### src/rtl/capture_ctrl.sv
// ----------------------------------------------------------------------------
// capture_ctrl
//
// Triggered capture controller for a downsampled 8-bit ADC stream. Once
// armed it watches the sample stream for a level crossing. It then records
// pDepth samples into an internal buffer, starting with the triggering
// sample. Finally it streams the buffer out one byte at a time through a
// UART-style DV / done handshake.
//
// Parameters
//   pDepth       samples per capture record (power of two, 16..4096)
//   pAddrW       buffer address width, log2(pDepth)
//
// Ports
//   iClk         system clock, all logic on the rising edge
//   iRst_n       asynchronous active-low reset, released synchronously
//   iData        unsigned 8-bit sample
//   iData_Valid  one-cycle strobe qualifying iData
//   iArm         one-cycle request to arm the trigger (honoured in IDLE only)
//   iAbort       one-cycle request to drop everything and return to IDLE
//   iTrigLevel   unsigned trigger threshold, used live on every compare
//   iTrigRising  1 = rising-edge trigger, 0 = falling-edge trigger
//   iTx_Done     one-cycle strobe: the transmitter finished the current byte
//   oTx_DV       one-cycle strobe requesting transmission of oTx_Byte
//   oTx_Byte     byte to transmit, held from oTx_DV until iTx_Done
//   oState       IDLE=0, ARMED=1, CAPTURE=2, READ=3, SEND=4
//   oDone        one-cycle strobe after the last byte of a record is acked
// ----------------------------------------------------------------------------
module capture_ctrl #(
  parameter int pDepth = 256,
  parameter int pAddrW = 8
) (
  input  logic       iClk,
  input  logic       iRst_n,
  input  logic [7:0] iData,
  input  logic       iData_Valid,
  input  logic       iArm,
  input  logic       iAbort,
  input  logic [7:0] iTrigLevel,
  input  logic       iTrigRising,
  input  logic       iTx_Done,
  output logic       oTx_DV,
  output logic [7:0] oTx_Byte,
  output logic [2:0] oState,
  output logic       oDone
);

  typedef enum logic [2:0] {
    IDLE    = 3'd0,
    ARMED   = 3'd1,
    CAPTURE = 3'd2,
    READ    = 3'd3,
    SEND    = 3'd4
  } state_t;

  localparam logic [pAddrW-1:0] LAST_ADDR = pAddrW'(pDepth - 1);

  state_t            state;
  state_t            next_state;
  logic              run_en;

  logic [7:0]        buffer_mem [pDepth];
  logic [pAddrW-1:0] wr_ptr;
  logic [pAddrW-1:0] rd_ptr;
  logic [7:0]        rd_data;

  logic [7:0]        prev_sample;
  logic              prev_valid;

  logic              trig_hit;
  logic              wr_en;
  logic [pAddrW-1:0] wr_addr;
  logic              rd_en;
  logic              dv_next;
  logic              done_next;
  logic              tx_dv;
  logic              done;

  // Reset release gate: the first edge after iRst_n rises only sets this
  // flag, so the FSM can make its first move on the second edge.
  always_ff @(posedge iClk or negedge iRst_n) begin
    if (!iRst_n) begin
      run_en <= 1'b0;
    end else begin
      run_en <= 1'b1;
    end
  end

  // Trigger compare. It uses the live threshold and polarity every cycle
  // and needs a previous sample from the current arming.
  always_comb begin
    trig_hit = 1'b0;
    if (prev_valid && iData_Valid) begin
      if (iTrigRising) begin
        trig_hit = (prev_sample < iTrigLevel) && (iData >= iTrigLevel);
      end else begin
        trig_hit = (prev_sample > iTrigLevel) && (iData <= iTrigLevel);
      end
    end
  end

  // FSM state register.
  always_ff @(posedge iClk or negedge iRst_n) begin
    if (!iRst_n) begin
      state <= IDLE;
    end else begin
      state <= next_state;
    end
  end

  // FSM next-state logic. Abort overrides every other request.
  always_comb begin
    next_state = state;
    if (run_en) begin
      if (iAbort) begin
        next_state = IDLE;
      end else begin
        case (state)
          IDLE: begin
            if (iArm) begin
              next_state = ARMED;
            end
          end
          ARMED: begin
            if (trig_hit) begin
              next_state = CAPTURE;
            end
          end
          CAPTURE: begin
            if (iData_Valid && (wr_ptr == LAST_ADDR)) begin
              next_state = READ;
            end
          end
          READ: begin
            next_state = SEND;
          end
          SEND: begin
            if (iTx_Done) begin
              next_state = (rd_ptr == LAST_ADDR) ? IDLE : READ;
            end
          end
          default: begin
            next_state = IDLE;
          end
        endcase
      end
    end
  end

  // FSM outputs: buffer write/read enables and the next values of the
  // registered DV and done strobes.
  always_comb begin
    wr_en     = 1'b0;
    wr_addr   = wr_ptr;
    rd_en     = 1'b0;
    dv_next   = 1'b0;
    done_next = 1'b0;
    if (run_en && !iAbort) begin
      case (state)
        ARMED: begin
          // The triggering sample always lands at address 0.
          if (trig_hit) begin
            wr_en   = 1'b1;
            wr_addr = '0;
          end
        end
        CAPTURE: begin
          wr_en = iData_Valid;
        end
        READ: begin
          rd_en   = 1'b1;
          dv_next = 1'b1;
        end
        SEND: begin
          done_next = iTx_Done && (rd_ptr == LAST_ADDR);
        end
        default: begin
          wr_en = 1'b0;
        end
      endcase
    end
  end

  // Pointers, previous-sample tracking and the registered strobes.
  always_ff @(posedge iClk or negedge iRst_n) begin
    if (!iRst_n) begin
      wr_ptr      <= '0;
      rd_ptr      <= '0;
      prev_sample <= 8'h00;
      prev_valid  <= 1'b0;
      tx_dv       <= 1'b0;
      done        <= 1'b0;
    end else begin
      tx_dv <= dv_next;
      done  <= done_next;
      if (run_en) begin
        if (iAbort) begin
          wr_ptr     <= '0;
          rd_ptr     <= '0;
          prev_valid <= 1'b0;
        end else begin
          case (state)
            IDLE: begin
              prev_valid <= 1'b0;
            end
            ARMED: begin
              if (iData_Valid) begin
                prev_sample <= iData;
                prev_valid  <= 1'b1;
              end
              if (trig_hit) begin
                wr_ptr <= pAddrW'(1);
              end
            end
            CAPTURE: begin
              // The last write wraps the pointer back to 0 by overflow.
              if (iData_Valid) begin
                wr_ptr <= wr_ptr + pAddrW'(1);
              end
            end
            SEND: begin
              // After the final byte this also wraps to 0 for the next record.
              if (iTx_Done) begin
                rd_ptr <= rd_ptr + pAddrW'(1);
              end
            end
            default: begin
              prev_valid <= prev_valid;
            end
          endcase
        end
      end
    end
  end

  // Sample buffer, synchronous write.
  always_ff @(posedge iClk) begin
    if (wr_en) begin
      buffer_mem[wr_addr] <= iData;
    end
  end

  // Registered buffer read. The byte stays put until the next READ, so it
  // is stable across the whole SEND wait.
  always_ff @(posedge iClk or negedge iRst_n) begin
    if (!iRst_n) begin
      rd_data <= 8'h00;
    end else if (rd_en) begin
      rd_data <= buffer_mem[rd_ptr];
    end
  end

  assign oTx_DV   = tx_dv;
  assign oTx_Byte = rd_data;
  assign oState   = state;
  assign oDone    = done;

endmodule

### config.mk
export PLATFORM = sky130hd
export DESIGN_NAME = capture_ctrl
export DESIGN_NICKNAME = d
export VERILOG_FILES = /design/src/rtl/capture_ctrl.sv
export SDC_FILE = /design/constraint.sdc
export NUM_CORES = 2
export LEC_CHECK = 0
export BUFFER_PORTS_ARGS = -buffer_cell sky130_fd_sc_hd__buf_2
export CELL_PAD_IN_SITES_DETAIL_PLACEMENT = 1
export CELL_PAD_IN_SITES_GLOBAL_PLACEMENT = 1
export CORE_ASPECT_RATIO = 1.2
export CORE_MARGIN = 2
export CORE_UTILIZATION = 30
export DETAILED_ROUTE_END_ITERATION = 16
export PLACE_DENSITY_LB_ADDON = 0.1
export SLEW_MARGIN = 20
export SYNTH_ARGS = -nofsm -noshare
export SYNTH_HDL_FRONTEND = slang
export SYNTH_SLANG_ARGS = --single-unit
### constraint.sdc
create_clock -name iClk -period 4.4 [get_ports iClk]
set_clock_uncertainty 0.15 [all_clocks]
set_input_delay 0.22 -clock iClk [delete_from_list [all_inputs] [get_ports iClk]]
set_output_delay 0.22 -clock iClk [all_outputs]
set_load 0.02 [all_outputs]
; Word level (Yosys, flattened, before mapping)
; Memory sizes are Yosys's and may differ from the RTL's. A register that Yosys moved wholly into a read port is not among the register bits.
; Index checks and enable logic that the tools add are counted.
[word_totals]
register_bits = 31
latchBits = 0
mem_bits_rw = 2048
romBits = 0
in_bits = 23
out_inout_bits = 13
elab_cells = 77
mem_count = 1
[memory_table]
columns = name, depth, width, rd, rd_ports_with_merged_regs, write_ports, line_no
row1 = buffer_mem, 256, 8, 1, 1, 1, 62  ; logic [7:0] buffer_mem [pDepth];
[classes]
n_addsub = 2
mul = 0
div = 0
magnitude_cmp = 4
n_eq_ne = 12
shifts = 0
n_mux = 31
bitwise = 1
n_reduce_logical = 18
[ops]
columns = op, n
row1 = $mux 8, 9
row2 = $ne 3x3->1 const B, 6
row3 = $add 8x1->8 const B, 2
row4 = $eq 8x8->1 const B, 2
row5 = $pmux 8 s2, 1
row6 = $mux 3, 5
row7 = $pmux 3 s5, 1
row8 = $mux 1, 12
row9 = $ge 8x8->1, 1
row10 = $gt 8x8->1, 1
row11 = $le 8x8->1, 1
row12 = $lt 8x8->1, 1
row13 = $reduce_and 4->1, 2
row14 = $eq 3x2->1 const B, 2
row15 = $logic_and 1x1->1, 6
row16 = $reduce_and 3->1, 2
row17 = $reduce_bool 3->1, 2
row18 = $reduce_and 5->1, 1
row19 = $pmux 1 s2, 2
row20 = $reduce_bool 2->1, 2
row21 = $eq 3x1->1 const B, 1
row22 = $eq 3x3->1 const B, 1
row23 = $logic_not 3->1, 1
row24 = $logic_not 1->1, 2
row25 = 2 further kinds, 2

; Longest topological paths before layout
[depth]
ltp_word = 9
depth_mapped = 14
mapped_depth_nobuf = 10

; Least setup slack after synthesis
; OpenSTA, ideal clock, no wires.
[synth_path]
path_type = flip-flop to flip-flop
startpoint = reg prev_sample[2]
endpoint = mem buffer_mem[156][0] (enable)
setup_ns = 0.383
t_arrival_ns = 2.943
required_time_ns = 3.867
slack_ns = 0.924
stages_incl_launch_ff = 12
period_less_slack_ns = 3.476
cell_sequence = dfrtp_1 ha_1 a21oi_1 o221ai_1 a221o_1 nand2_1 a21oi_1 o211ai_1 clkbuf_1 clkbuf_1 nand3_1 nor3_1
[synth_between]
elab_chain_len = 9
[synth_lines]
columns = element, line_no
row1 = from (decl), 67  ; logic [7:0] prev_sample;
row2 = from (signal assigned), 208  ; prev_sample <= iData;
row3 = $gt 8x8->1 or $lt 8x8->1 (tied branches), "97, 95"
row4 = $logic_and 1x1->1 (on tied branches), "97, 95"
row5 = $mux 1 (*), 94  ; if (iTrigRising) begin
row6 = $mux 1 (*), 93  ; if (prev_valid && iData_Valid) begin
row7 = $mux 1, 162  ; if (trig_hit) begin
row8 = $pmux 1 s2, 159  ; case (state)
row9 = $mux 1, 158  ; if (run_en && !iAbort) begin
row10 = $mux 1, 238  ; if (wr_en) begin
row11 = $mux 1 (not written as such), 239  ; buffer_mem[wr_addr] <= iData;
row12 = to (decl), 62
; Every way passes the cells marked *; elsewhere a longest branch is shown, timed or not.

==> run summary <==
Status -> completed
Commonest non-fill, non-tap cell in the layout -> edfxtp_1
Int Pwr -> 33.2 mW
Sw power -> 9.25 mW
Final-report setup violation count -> 0
Worst setup slack after layout -> 0.245 ns
Part of the cycle the worst path needs -> 0.944
Final WL -> 280 mm
Vias post-DR -> 42026
Post-synthesis instance total -> 3973
Synth Cell Area -> 82100 µm²
Post-route core utilization -> 0.356
RSZ-0062 raised after global routing -> false
Worst skew pair latency -> 0.89 ns
DRC Markers -> 0
Wire per inst -> 33.8 µm
Hold Violations, Final -> 0
RePlAce Congestion -> 0.812
Initial antenna violation count -> 17
TritonCTS Buffers -> 228
EDFF count, synth -> 2048
Post-CTS Hold Buffers -> 14
Slew Limit Fails -> 0
Hold WC Path Type -> in2reg
Share of cells above drive strength 1 -> 0.296
Net Sw Frac -> 0.218
CP endpoint kind -> flip-flop
Leakage -> 29.8 nW
DRT Pass-1 Iters -> 5
Critical path fanouts, max -> 20
Flop pwr share -> 0.518
FILL cells -> 26551
Max IR drop VDD -> 311 µV
Die H -> 577 µm
Design Area, Final -> 97000 µm²
WS Path Type -> reg2reg
Gr ovfl total -> 0
H-Tree Depth -> 4
Minimum clock period after layout -> 4.15 ns
Syn Nets -> 4014
Avg Cell Area, Syn -> 20.7 µm²
Max Cap Viol -> 0
I/O Pins -> 36
Worst-Margin Slew -> 1.22 ns
Fmax -> 0.241 GHz
Setup TNS -> 0 ns
# nets final -> 4506
Pwr Density -> 438 nW/µm²
CTS tree -> yes
Synth unique cells -> 64
Commonest non-fill, non-tap cells in the layout -> edfxtp_1 (2048), mux4_2 (538), buf_4 (399), nor2_1 (291), clkbuf_16 (228)
Area Overhead vs Synth -> 18.2%
Die X -> 481 µm
Avg Vias per Cell -> 5.08
Routed Antenna Nets -> 0
DIE AREA -> 278000 µm²
PostCTS Resize Cnt -> 0
Buffers added on ports -> 35
Bufs on Longest Clock Path -> 4
Drt first-iter violations -> 3789
Placed instance area -> 89600 µm²
Seq cells post-synth -> 2087
CTS sink cnt -> 2087
Clock slew at reported path FFs -> 0.07 ns
DPL Wire Length -> 184 mm
Comb power frac -> 0.034
Vias in the first global route -> 45071
Dpl ws -> 0.261 ns
Syn. warnings -> 0
Core ar. -> 272000 µm²
Primary FF master, synth -> edfxtp_1
Global-route wire length before repair -> 387 mm
CP Data Arrival Time -> 4.76 ns
Root Driver -> clkbuf_16
Clock share of power -> 0.448
Slew Limit Headroom -> 0.189
Post-CTS setup buffer count -> 0
Total global routing track utilization -> 0.201
Synth async-reset ratio -> 0.0187
Starting Density -> 0.301
Rows -> 210
Critical Path RT -> 5.01 ns
Largest net degree at the start of global routing -> 148
Worst setup SP type -> flip-flop
Post-synthesis sequential area ratio -> 0.761
-- final cells by class --
cell class,count,area [µm²],area share
sequential,2087,62500,0.644
multi-input combinational,1635,18300,0.189
clock buffer,281,5910,0.0610
tap,3604,4510,0.0465
timing repair buffer,492,4270,0.0440
clock inverter,138,1330,0.0137
inverter,21,87.6,0.000903
antenna,14,35.0,0.000361
-- stage by stage --
step / hold slack, ns / power (mW) / cells
final: 0.0517 / 42.5 / 8272
after global routing: 0.0245 / 43.8 / 8260
after CTS: 0.00256 / 43.1 / 8258
after detailed placement: 0.250 / 23.9 / 7825
after global placement: 0.250 / 23.9 / 7825
after floorplan: -0.226 / 23.0 / 3973
-- state kept, by name, indices dropped and copies added (netlist names) --
| name | cells |
|---|---|
| run_en | 1 |
| rd_ptr | 8 |
| oState | 3 |
| prev_sample | 8 |
| oDone | 1 |
| buffer_mem | 2048 |
| oTx_DV | 1 |
| wr_ptr | 8 |
| prev_valid | 1 |
| oTx_Byte | 8 |
-- path summary, 6_finish.rpt --
kind,cells after the start,to,slack [ns],from
min,3,buffer_mem[211][6],0.05,iData[6]
max,6,oTx_Byte[6],0.25,rd_ptr[0]
max reg2reg,6,oTx_Byte[6],0.25,rd_ptr[0]
min reg2reg,1,prev_sample[4],0.37,prev_sample[4]
max in group asynchronous,4,rd_ptr[3],3.04,iRst_n
min in group asynchronous,4,oDone,0.41,iRst_n
-- synth_stat cells, types with 3 or more instances --
cell type / n / area (µm²)
a2111oi_0: 4 / 35.0
a211oi_1: 33 / 248
a21boi_0: 3 / 22.5
a21oi_1: 41 / 205
a221o_1: 4 / 40.0
a22o_1: 3 / 26.3
a22oi_1: 37 / 278
a311oi_1: 6 / 52.6
a31oi_1: 37 / 231
and2_1: 25 / 156
and3_1: 6 / 37.5
buf_1: 16 / 60.1
buf_2: 54 / 270
buf_4: 28 / 210
buf_6: 20 / 225
clkbuf_1: 110 / 413
dfrtp_1: 39 / 976
edfxtp_1: 2048 / 61500
ha_1: 18 / 225
inv_1: 19 / 71.3
mux2_2: 19 / 214
mux2i_1: 78 / 781
mux4_2: 538 / 12100
nand2_1: 202 / 758
nand2b_1: 18 / 113
nand3_1: 51 / 255
nand4_1: 11 / 68.8
nor2_1: 294 / 1100
nor2b_1: 21 / 131
nor3_1: 49 / 245
nor4_1: 11 / 68.8
o2111ai_1: 8 / 70.1
o211ai_1: 13 / 97.6
o21ai_0: 30 / 150
o221ai_1: 6 / 52.6
o22ai_1: 20 / 125
o31ai_1: 4 / 30.0
o41ai_1: 3 / 26.3
or2_2: 5 / 31.3
or3_1: 4 / 25.0
xnor2_1: 4 / 35.0
-- critical path, stage by stage (launching register included) --
cell and delay (ns):
dfrtp_4 0.97, buf_4 0.48, mux4_2 0.57, mux4_2 0.52, o21ai_0 0.80, nor3_1 0.14
a221o_1 0.34
-- routing by layer --
metal / track usage / share of wire
met1: 0.271 / 0.43
met2: 0.343 / 0.50
met3: 0.0240 / 0.040
met4: 0.0559 / 0.028
met5: 0 / 0.000054
-- power by group through the flow --
stage | logic (mW) | clock network [mW] | registers, mW
2_1_floorplan | 0.583 | 0 | 22.4
3_3_place_gp | 1.47 | 0 | 22.5
3_5_place_dp | 1.48 | 0 | 22.5
4_1_cts | 1.49 | 19.5 | 22.0
5_1_grt | 1.56 | 20.2 | 22.0
6_report | 1.45 | 19.0 | 22.0
-- cell families after synthesis --
kind of cell / synth area share
other: 0.0000457
AO/OA/AOI/OAI: 0.0226
flip-flops: 0.761
multiplexers: 0.160
adder cells (fa/ha/maj): 0.00274
AND/OR/NAND/NOR: 0.0373
buffers and inverters: 0.0157
XOR/XNOR: 0.000427
Note: power is estimated with default switching activity, not from simulation.
